### src/rtl/cart_rom_reader.sv
// Cartridge ROM read responder: turns mapper reads into SDRAM fetches, stalls the Z80 via WAIT until data arrives.
// Optional single-entry read cache compiled in with `define CART_READ_CACHE_EN.
module cart_rom_reader #(
  parameter int unsigned TIMEOUT = 255
) (
  input  logic        clk,
  input  logic        reset,
  input  logic        rd,
  input  logic        mem_oe,
  input  logic [24:0] mem_addr,
  input  logic [24:0] rom_size,
  input  logic        inval,
  output logic [7:0]  d_to_cpu,
  output logic        wait_n,
  output logic [24:0] ram_addr,
  output logic        ram_req,
  input  logic        ram_ack,
  input  logic [7:0]  ram_din
);

  typedef enum logic [1:0] {IDLE, REQ, HOLD} state_t;

  localparam logic [7:0] TIMEOUT_CNT = 8'(TIMEOUT);

  state_t      state_q, state_d;
  logic        rd_oe, rd_oe_q, start, oor, hit;
  logic [7:0]  cnt_q, cnt_d;
  logic [7:0]  dout_q, dout_d;
  logic [24:0] addr_q, addr_d;
  logic        req_q, req_d;

`ifdef CART_READ_CACHE_EN
  logic        valid_q, valid_d;
  logic [24:0] tag_q, tag_d;
  logic [7:0]  cdata_q, cdata_d;

  assign hit = valid_q && (tag_q == mem_addr);
`else
  logic unused_inval;

  assign unused_inval = inval;
  assign hit          = 1'b0;
`endif

  assign rd_oe = rd & mem_oe;
  assign start = rd_oe & ~rd_oe_q;
  assign oor   = (mem_addr >= rom_size);

  // WAIT drops combinationally in the start cycle so the Z80 never samples it high on a miss.
  assign wait_n = ~((state_q == REQ) | ((state_q == IDLE) & start & ~oor & ~hit));

  assign d_to_cpu = dout_q;
  assign ram_addr = addr_q;
  assign ram_req  = req_q;

  always_comb begin
    state_d = state_q;
    cnt_d   = cnt_q;
    dout_d  = dout_q;
    addr_d  = addr_q;
    req_d   = req_q;
`ifdef CART_READ_CACHE_EN
    valid_d = valid_q;
    tag_d   = tag_q;
    cdata_d = cdata_q;
`endif
    case (state_q)
      IDLE: begin
        if (start) begin
          if (oor) begin
            dout_d  = 8'hFF;
            state_d = HOLD;
          end else if (hit) begin
`ifdef CART_READ_CACHE_EN
            dout_d  = cdata_q;
`endif
            state_d = HOLD;
          end else begin
            addr_d  = mem_addr;
            req_d   = 1'b1;
            cnt_d   = 8'd0;
            state_d = REQ;
          end
        end
      end
      REQ: begin
        if (ram_ack) begin
          dout_d  = ram_din;
          req_d   = 1'b0;
          state_d = HOLD;
`ifdef CART_READ_CACHE_EN
          valid_d = 1'b1;
          tag_d   = addr_q;
          cdata_d = ram_din;
`endif
        end else if (cnt_q == TIMEOUT_CNT) begin
          dout_d  = 8'hFF;
          req_d   = 1'b0;
          state_d = HOLD;
        end else begin
          cnt_d = cnt_q + 8'd1;
        end
      end
      HOLD: begin
        if (!rd_oe) state_d = IDLE;
      end
      default: state_d = IDLE;
    endcase
`ifdef CART_READ_CACHE_EN
    // Invalidate has priority over a refill landing in the same cycle.
    if (inval) valid_d = 1'b0;
`endif
  end

  always_ff @(posedge clk or posedge reset) begin
    if (reset) begin
      state_q <= IDLE;
      rd_oe_q <= 1'b0;
      cnt_q   <= 8'd0;
      dout_q  <= 8'hFF;
      addr_q  <= 25'd0;
      req_q   <= 1'b0;
    end else begin
      state_q <= state_d;
      rd_oe_q <= rd_oe;
      cnt_q   <= cnt_d;
      dout_q  <= dout_d;
      addr_q  <= addr_d;
      req_q   <= req_d;
    end
  end

`ifdef CART_READ_CACHE_EN
  always_ff @(posedge clk or posedge reset) begin
    if (reset) begin
      valid_q <= 1'b0;
      tag_q   <= 25'd0;
      cdata_q <= 8'd0;
    end else begin
      valid_q <= valid_d;
      tag_q   <= tag_d;
      cdata_q <= cdata_d;
    end
  end
`endif

endmodule
### config.mk
export PLATFORM = sky130hd
export DESIGN_NAME = cart_rom_reader
export DESIGN_NICKNAME = d
export VERILOG_FILES = /design/src/rtl/cart_rom_reader.sv
export SDC_FILE = /design/constraint.sdc
export NUM_CORES = 1
export LEC_CHECK = 0
export ABC_AREA = 1
export BUFFER_PORTS_ARGS = -buffer_cell sky130_fd_sc_hd__buf_2
export CAP_MARGIN = 0
export CORE_MARGIN = 1.5
export CORE_UTILIZATION = 45
export DETAILED_ROUTE_END_ITERATION = 12
export PLACE_DENSITY = 0.83
export SLEW_MARGIN = 20
export SYNTH_ARGS = -nofsm -noshare
export SYNTH_HDL_FRONTEND = slang
export SYNTH_SLANG_ARGS = --single-unit
### constraint.sdc
create_clock -name clk -period 1.45 [get_ports clk]
set_input_delay 0.0725 -clock clk [delete_from_list [all_inputs] [get_ports clk]]
set_output_delay 0.0725 -clock clk [all_outputs]
set_load 0.01 [all_outputs]
# ---- Word-level counts from Yosys, hierarchy flattened
# Cells that the tools add are included.
dict set report word_totals {
  ff_bits 45
  input_bits 64
  wordCells 54
}
dict set report op_classes {
  addsub 1
  magnitude_cmp 1
  eq_ne 10
  mux 21
  bitwise_logic 8
  reduce_logical 7
}
# op n
set ops {}
lappend ops {{two-way mux 8 bit} 8}
lappend ops {{case mux 8 bit (2 select lines)} 2}
lappend ops {{>= comparator 25 bit} 1}
lappend ops {{inequality test 2 bit, second input constant} 6}
lappend ops {{two-way mux 2 bit} 5}
lappend ops {{adder 8 x 1 -> 8 bit, second input constant} 1}
lappend ops {{== test 8 bit, second input constant} 1}
lappend ops {{AND reduction 4 bit} 2}
lappend ops {{case mux 2 bit (3 select lines)} 1}
lappend ops {{AND reduction 3 bit} 2}
lappend ops {{AND reduction 5 bit} 1}
lappend ops {{AND 1 bit} 4}
lappend ops {{two-way mux 1 bit} 4}
lappend ops {{inequality test 3 x 2 -> 1 bit, second input constant} 1}
lappend ops {{NOT 1 bit} 3}
lappend ops {{== test 2 x 1 -> 1 bit, second input constant} 1}
lappend ops {{== test 2 bit, second input constant} 1}
lappend ops {{zero test 2 bit} 1}
lappend ops {{case mux 1 bit (2 select lines)} 1}
lappend ops {{nonzero test 2 bit} 1}
lappend ops {{bitwise OR 1 bit} 1}

# ---- Depth between registers and ports, before layout
# Gate-level depths: netlist (run 1).
dict set report logic_depth {
  ltp_word 6
  mapped_depth 14
  depth_no_buf 14
}

# ---- Worst setup path before layout (run 1)
# Ideal clock, no wire load.
dict set report synth_timing {
  kind {reg-to-reg}
  startpoint {register cnt_q[0]}
  endpoint {register req_q (netlist: ram_req)}
  setup_time_ps 117
  arrival_time_ps 1447
  setup_slack_ps -114
  stages_incl_launch_ff 12
  path_cell_list {dfrtp_1 -> ha_1 -> nand3_2 -> nor2_4 -> nand4_2 -> nand3_4 -> o21ai_2 -> nor2_4 -> buf_6 -> nand2_1 -> nand2_1 -> nand2_1}
}
dict set report synth_via {
  elab_chain_len 3
}
# item line_no
set synth_lines {}
lappend synth_lines {{from (decl)} 27} ;# logic [7:0] cnt_q, cnt_d;
lappend synth_lines {{from (signal assigned)} 126} ;# cnt_q <= cnt_d;
lappend synth_lines {{== test 8 bit} 96} ;# end else if (cnt_q == TIMEOUT_CNT) begin
lappend synth_lines {{inequality test 3 x 2 -> 1 bit (no line)} n/a}
lappend synth_lines {{AND reduction 4 bit (no line)} n/a}
lappend synth_lines {{to (signal assigned)} 129} ;# req_q <= req_d;
lappend synth_lines {{to (decl)} 30} ;# logic req_q, req_d;
# Every way passes these cells.
# A chain may end at the register's enable or synchronous reset.

# ---- Worst setup path in the final report (run 1)
dict set report layout_timing {
  startpoint {register state_q[1]}
  endpoint {output port wait_n}
}
dict set report layout_via {
  elab_chain_len 5
}
# item line_no
set layout_lines {}
lappend layout_lines {{from (decl)} 25} ;# state_t state_q, state_d;
lappend layout_lines {{from (signal assigned)} 124} ;# state_q <= state_d;
lappend layout_lines {{zero test 2 bit} 50} ;# assign wait_n = ~((state_q == REQ) | ((state_q == IDLE) & start & ~oor & ~hit));
lappend layout_lines {{AND 1 bit (2 in series)} 50}
lappend layout_lines {{bitwise OR 1 bit *} 50}
lappend layout_lines {{NOT 1 bit *} 50}
lappend layout_lines {{to (decl)} 14} ;# output logic wait_n,
# Mark *: on every way between the ends. The rest lies on a longest branch, timed or not.

==> results of run 1 <==
-- placed cells by master, fill, tap and decap left out, types with 4 or more instances in the layout --
| cell type | synthesis | routed |
|---|---|---|
| nand3_2 | 1 | 5 |
| inv_1 | 72 | 70 |
| nor2_4 | 3 | 5 |
| nor2_1 | 27 | 21 |
| nand2_1 | 118 | 90 |
| nand2_4 | 0 | 14 |
| dfrtp_1 | 37 | 37 |
| a21oi_1 | 10 | 10 |
| buf_12 | 0 | 4 |
| o21ai_1 | 25 | 14 |
| nor2_2 | 4 | 8 |
| ha_1 | 26 | 25 |
| buf_2 | 0 | 97 |
| o21ai_2 | 1 | 12 |
| nand3_1 | 27 | 21 |
| buf_6 | 5 | 4 |
| buf_4 | 2 | 34 |
| clkbuf_8 | 0 | 5 |
| dfstp_2 | 8 | 8 |
| nand2_2 | 2 | 15 |
-- per-layer routing --
metal,vias to the layer above,track usage,share of wire
met4,0,0.1150,0.036
li1,1462,-,-
met2,102,0.4146,0.52
met5,-,0,0
met1,1426,0.2697,0.39
met3,29,0.03060,0.050
-- what timing repair did --
item	in CTS	in global routing
resized for setup	26	62
setup buffers	6	5
hold buffers	2	0
pin swaps	6	11
setup endpoints to repair	33	45
endpoints found under the hold margin	38	0
cloned	3	4
-- cells in the mapped netlist, types with 3 or more instances --
master   count  area, sq um
nor2_4       3        33.78
dfrtp_1     37        925.9
dfstp_2      8        210.2
nor2_1      27        101.4
inv_1       72        270.3
o21ai_1     25        125.1
nand2_1    118        442.9
ha_1        26        325.3
a21oi_1     10        50.05
buf_6        5        56.30
nand3_1     27        135.1
nor2_2       4        25.02
-- kinds of logic after synthesis --
group,Yosys count
and+or+nand+nor,188
buffers and inverters,81
DFF,45
AOI/OAI and AO/OA,38
adders and majority gates,26
xor gates and xnor gates,1
-- stage by stage --
step / setup WS, ns / total power, W / cell area, sq um
detailed placement: -0.2900 / 0.004267 / 3628
floorplan: -0.1086 / 0.003350 / 2867
finish: -0.2053 / 0.006040 / 4332
CTS: -0.1223 / 0.005471 / 3966
global route: -0.3103 / 0.006432 / 4332
global placement: -0.2343 / 0.004195 / 3628
-- cell type report --
cell class	instances	area, sq um
Clock inverter	2	35.03
Timing Repair Buffer	148	1059
Clock buffer	6	72.57
Sequential cell	45	1136
Tap cell	75	93.84
Fill cell	455	1694
Inverter	73	274.0
Multi-Input combinational cell	253	1662
-- worst max-delay path, cell delays in order, from the launching register on --
cell and delay (ns):
dfrtp_1 0.43, nor2_2 0.18, inv_2 0.08, nor3_4 0.16, nand4_4 0.17, nand2_1 0.09, inv_1 0.04, buf_2 0.13
-- where the power goes --
group	internal, W	switching (W)	total (W)
registers	0.00185	0.000421	0.00227
logic	0.00136	0.00144	0.00281
clock network	0.000512	0.000447	0.000960
-- state kept, by name, indices dropped and copies added, names as in the netlist --
register,cells
cnt_q,8
d_to_cpu,8
ram_req,1
ram_addr,25
rd_oe_q,1
state_q,2
-- worst max-delay path by stage --
| stage | to | start | cells after the start |
|---|---|---|---|
| 2_1_floorplan | ram_req$_DFFE_PP0P_ | cnt_q[0]$_DFFE_PP0P_ | 11 |
| 5_1_grt | wait_n | state_q[1]$_DFFE_PP0P_ | 7 |
| 4_1_cts | d_to_cpu[0]$_DFFE_PP1P_ | cnt_q[0]$_DFFE_PP0P_ | 10 |
| 6_report | wait_n | state_q[1]$_DFFE_PP0P_ | 7 |
| 3_5_place_dp | d_to_cpu[0]$_DFFE_PP1P_ | mem_addr[16] | 12 |
| 3_3_place_gp | d_to_cpu[5]$_DFFE_PP1P_ | mem_addr[24] | 14 |
==> results by group, run 1 <==
Worst setup path
  • CP required: 1.38 ns
  • Reg2Reg Depth: 8
  • R2R Setup Slk: -0.18 ns
  • WS Path Type: register to output port
  • Arrival time worst endpoint: 1.58 ns
  • Crit end category: output port
  • Worst-path maximum fanout: 3
  • Reg-to-Reg End: cnt_q[7]$_DFFE_PP0P_
  • Crit start category: register
  • Worst R2R Start: state_q[1]$_DFFE_PP0P_

Global route
  • Initial antenna violation count: 0
  • Global route total overflow: 0
  • Gr usage total: 0.2314
  • First-pass GRT wire length: 12,100 um
  • Largest net degree at the start of global routing: 46
  • Vias in the first global route: 2,884

Floorplan
  • FP Rows: 28
  • Die area: around 6900 sq um
  • Core Area: 6026 sq um
  • Die Width: about 83 um
  • Die Span Y: 82.78 um
  • Initial core utilization: 0.4753
  • # IOs: slightly below 100

Routing
  • Initial DRC Count: 140
  • Total number of vias: 3,019
  • DRC: 0
  • Router iterations before antenna repair: 4
  • Wire length per cell: 14.36 um
  • Routed WL: 8644 um
  • Antenna-violating nets left: 0
  • Vias per Instance: 5.015

STA
  • RSZ-0062 raised after global routing: yes
  • Final hold viol count: 0
  • Fin Clk Skew: roughly 0.011 ns
  • # setup viols final: 44
  • Slew Limit Fails: 0
  • Final worst path period share: 1.142
  • Tmin final: 1.655 ns
  • Setup_tns: -5.617 ns
  • Max-slew headroom: 0.8228
  • Final setup margin: -0.2053 ns
  • Fin Hold WS: slightly below 0.004 ns
  • Tightest Pin Transition: 0.2658 ns
  • Peak Freq: 604.1 MHz

Clocking
  • Reg clk slew, reported paths: about 0.09 ns
  • Inserted Clock Buffers: 5
  • H-tree depth: 2
  • CTS tree: done
  • Max Buffers Root-to-Sink: 2
  • Clk sinks: 45
  • CTS Root Cell: clkbuf_8
  • Clock Latency Late Sink: ~0.30 ns

Pwr
  • Leakage power total: between 2 and 2.5 nW
  • VDD IR max: about 840 uV
  • Cell Pwr Density: 1394 nW/um^2

Logic synthesis
  • Syn Std Cell Area: 2864 sq um
  • Post-Syn Nets: 469
  • Synth Flop Type: dfrtp_1
  • FFs w/ async S/R, synth: 1.000
  • Sequential-to-total area share from yosys stat: 0.3967
  • Ys Warns: 0
  • Post-synthesis mux area share: 0
  • Simple-gate share of the synthesized area: 0.2971
  • Post-synthesis register bit count: between 40 and 50
  • Post-synthesis xor/xnor area fraction: 0.003058
  • Post-Synth Adder-Cell Area: 0.1136
  • Yosys cell types: 25
  • Compound-Gate Fraction of Synth Area: 0.06772
  • Mapped Cells: 379
  • Synth Area per Inst: between 7 and 8 sq um
  • Largest family of logic cells by synthesized area: simple AND/OR/NAND/NOR gates
  • EDFF count, synth: 0

Place
  • Port buffer count: just under 100
  • HPWL reported at the end of detailed placement: 5015 um
  • Placed cells: 574
  • RD Place Congestion: 0.7973

Min path
  • WHS Path Cells: 3
  • Hold_sp: mem_addr[23]
  • Worst Hold Path EP: ram_addr[23]$_DFFE_PP0P_
  • Hold Crit Class: input port to register

Finish
  • # nets final: 616
  • Final non-filler cell total: between 600 and 700
  • Share of cells above drive strength 1: 0.4383
  • Area Overhead vs Synth: 51.24%
  • # diodes: 0
  • Final core utilization: 0.7189

Flow run
  • Max Cap Viol: 0

Status
  • Failing checks: setup timing
  • Status: finished with violations
(Power assumes the default switching activity.)
==> run 2: changes to the inputs <==
--- a/config.mk
+++ b/config.mk
@@ -7,11 +7,12 @@
 export LEC_CHECK = 0
 export ABC_AREA = 1
 export BUFFER_PORTS_ARGS = -buffer_cell sky130_fd_sc_hd__buf_2
-export CAP_MARGIN = 0
+export CAP_MARGIN = 10
 export CORE_MARGIN = 1.5
-export CORE_UTILIZATION = 45
+export CORE_UTILIZATION = 46
+export CTS_CLUSTER_SIZE = 8
 export DETAILED_ROUTE_END_ITERATION = 12
-export PLACE_DENSITY = 0.83
+export PLACE_DENSITY = 0.84
 export SLEW_MARGIN = 20
 export SYNTH_ARGS = -nofsm -noshare
 export SYNTH_HDL_FRONTEND = slang
==> run 2 against run 1 <==
  * The run still ends with setup timing left
  * Final area down 4.5%
  * Clock skew up 0.0027 ns
  * Clock-buffer cell count unchanged
  * Routed wire length down 3.0%
  * Maximum frequency up 1.4%
  * Utilization down 2.4 points
  * Setup slack better by 0.022 ns
  * Final cell count down 1.2%
  * Via count down 0.23%
==> results by group, run 2 (synthesized netlist as in run 1, its figures left out) <==
Worst setup path
  • R2R Setup Slk: -0.17 ns
  • WS Path Type: input port to output port
  • Crit start category: input port
  • Critical path's largest stage delay: 0.31 ns
  • Crit end category: output port
  • Worst Path Buf+Inv: 3
  • Worst R2R Start: cnt_q[1]$_DFFE_PP0P_
  • Critical path, cell by cell: buf_2 > ha_1 > nand2_1 > nor2_4 > nand3_2 > nor2_1 > nand2_1 > nand4_4 > nand2_1 > inv_1 > buf_2
  • CP required: 1.38 ns
  • Reg-to-Reg End: d_to_cpu[1]$_DFFE_PP1P_
  • Reg2Reg Depth: 10
  • Arrival time worst endpoint: 1.56 ns
  • Critical path's most frequent cell: nand2_1
  • Worst-path maximum fanout: 4
  • Slowest-stage cell, CP: ha_1
  • Crit path max-delay family: simple AND/OR/NAND/NOR gates

Pwr
  • Leakage power total: between 2 and 2.5 nW
  • Total Power: 0.005772 W
  • VDD IR max: 821.1 uV
  • Cell Pwr Density: 1395 nW/um^2

STA
  • RSZ-0062 raised after global routing: yes
  • Final worst path period share: 1.126
  • Fin Clk Skew: 0.01348 ns
  • Final setup margin: -0.1830 ns
  • Peak Freq: 612.4 MHz
  • Tmin final: about 1.6 ns
  • Slew Limit Fails: 0
  • Final hold viol count: 0
  • Max-slew headroom: 0.6988
  • Tightest Pin Transition: 0.4512 ns
  • # setup viols final: 45

Routing
  • DRC: 0
  • Antenna-violating nets left: 0
  • Initial DRC Count: 216
  • Vias per Instance: 5.062
  • Routed WL: 8385 um
  • Router iterations before antenna repair: 4
  • Total number of vias: 3,012
  • Wire length per cell: 14.09 um

Finish
  • Max FFs per register: 25
  • Area Overhead vs Synth: 44.43%
  • Storage cell area: 1136 sq um
  • Fill cell count: 436
  • # nets final: 609
  • Share of cells above drive strength 1: 0.4269
  • Fin area: 4136 sq um
  • Multi-input gate area: between 1500 and 2000 sq um
  • Final non-filler cell total: 595
  • Commonest non-fill, non-tap cell in the layout: buf_2
  • Final core utilization: 0.6945
  • Highest-count cells in the layout ignoring fill and taps: buf_2, nand2_1, inv_1, dfrtp_1, buf_4
  • # diodes: 0

Place
  • HPWL reported at the end of detailed placement: approximately 5300 um
  • Dpl ws: -0.3008 ns
  • Port buffer count: 97
  • Area after DPL: 3628 sq um
  • RD Place Congestion: slightly above 0.8
  • Placed cells: 574

Floorplan
  • Die area: 6708 sq um
  • # IOs: 99
  • Core Area: between 5000 and 6000 sq um
  • Die Span Y: 81.91 um
  • Die Width: ~80 um
  • Initial core utilization: 0.4809
  • FP Rows: 28

Min path
  • Hold_sp: mem_addr[4]
  • Hold Crit Class: input port to register
  • Worst Hold Path EP: ram_addr[4]$_DFFE_PP0P_
  • WHS Path Cells: 3

Status
  • Failing checks: setup timing
  • Status: finished with violations

Global route
  • First-pass GRT wire length: 11,670 um
  • Largest net degree at the start of global routing: 33
  • Global route total overflow: 0
  • Initial antenna violation count: 0
  • Vias in the first global route: 2,799
  • Gr usage total: 0.2222

Clocking
  • CTS tree: done
  • Clock Latency Late Sink: ~0.31 ns
  • Clk sinks: 45
  • Max Buffers Root-to-Sink: 2
  • H-tree depth: 2
  • Reg clk slew, reported paths: 0.09 ns
  • Inserted Clock Buffers: 5
  • CTS Root Cell: clkbuf_8

Flow run
  • Max Cap Viol: 0
-- run 2: changes by cell type in the layout (fill, tap and decap cells not counted), moves of 3 or more --
cell | previous run | this run
nand3_1 | 21 | 26
nor2_1 | 21 | 24
nand3_2 | 5 | 2
buf_16 | 3 | 0
o21ai_2 | 12 | 16
nor2_2 | 8 | 5
buf_4 | 34 | 29
o21ai_1 | 14 | 10
-- run 2: layer usage --
layer / vias up / global-route usage / routed length, um
li1: 1448 / - / -
met1: 1429 / 0.2561 / 3290
met2: 114 / 0.4115 / 4424
met3: 21 / 0.03556 / 438
met4: 0 / 0.07797 / 232
met5: - / 0 / 0
-- run 2: worst max path at each step --
stage,start,slack (ns),cells past startpoint,to
final,mem_addr[24],-0.18,11,wait_n
after floorplan,cnt_q[0]$_DFFE_PP0P_,-0.11,11,ram_req$_DFFE_PP0P_
after global placement,mem_addr[10],-0.26,13,ram_addr[1]$_DFFE_PP0P_
after CTS,cnt_q[1]$_DFFE_PP0P_,-0.13,10,d_to_cpu[3]$_DFFE_PP1P_
after global routing,mem_addr[23],-0.27,11,wait_n
after detailed placement,mem_addr[24],-0.30,11,ram_addr[3]$_DFFE_PP0P_
-- run 2: final cells by class --
| type | count | share of cell area |
|---|---|---|
| clock inverters | 2 | 0.002420 |
| flip-flops and latches | 45 | 0.2747 |
| multi-input cells | 253 | 0.3938 |
| inverters | 73 | 0.06624 |
| repair buffers | 141 | 0.2226 |
| clock buffers | 6 | 0.01754 |
| well taps | 75 | 0.02269 |
-- run 2: what timing repair did --
item / 4_1_cts / 5_1_grt
buffers inserted: 5 / 2
pin swaps: 2 / 0
hold buffers: 1 / 0
setup endpoints to repair: 45 / 45
cloned: 1 / 4
hold endpoints to repair: 10 / 0
gates resized for setup: 15 / 64
-- run 2: worst min-delay path: cells and delay by family --
family	cells	cell delay, ns
buf+inv	2	0.15
compound gates	1	0.05
-- run 2: metrics by stage --
| stage | hold slack [ns] | setup TNS [ns] |
|---|---|---|
| floorplan | 0.2021 | -0.4938 |
| CTS | 0.007206 | -1.618 |
| detailed placement | 0.1091 | -11.83 |
| global route | 0.01175 | -7.440 |
| finish | 0.004642 | -3.720 |
| global placement | 0.09089 | -10.00 |
-- run 2: power breakdown --
part | switching, W | internal (W) | total (W)
combinational | 0.00144 | 0.00129 | 0.00272
clock | 0.000437 | 0.000335 | 0.000772
sequential | 0.000422 | 0.00185 | 0.00228
total | 0.00230 | 0.00347 | 0.00577
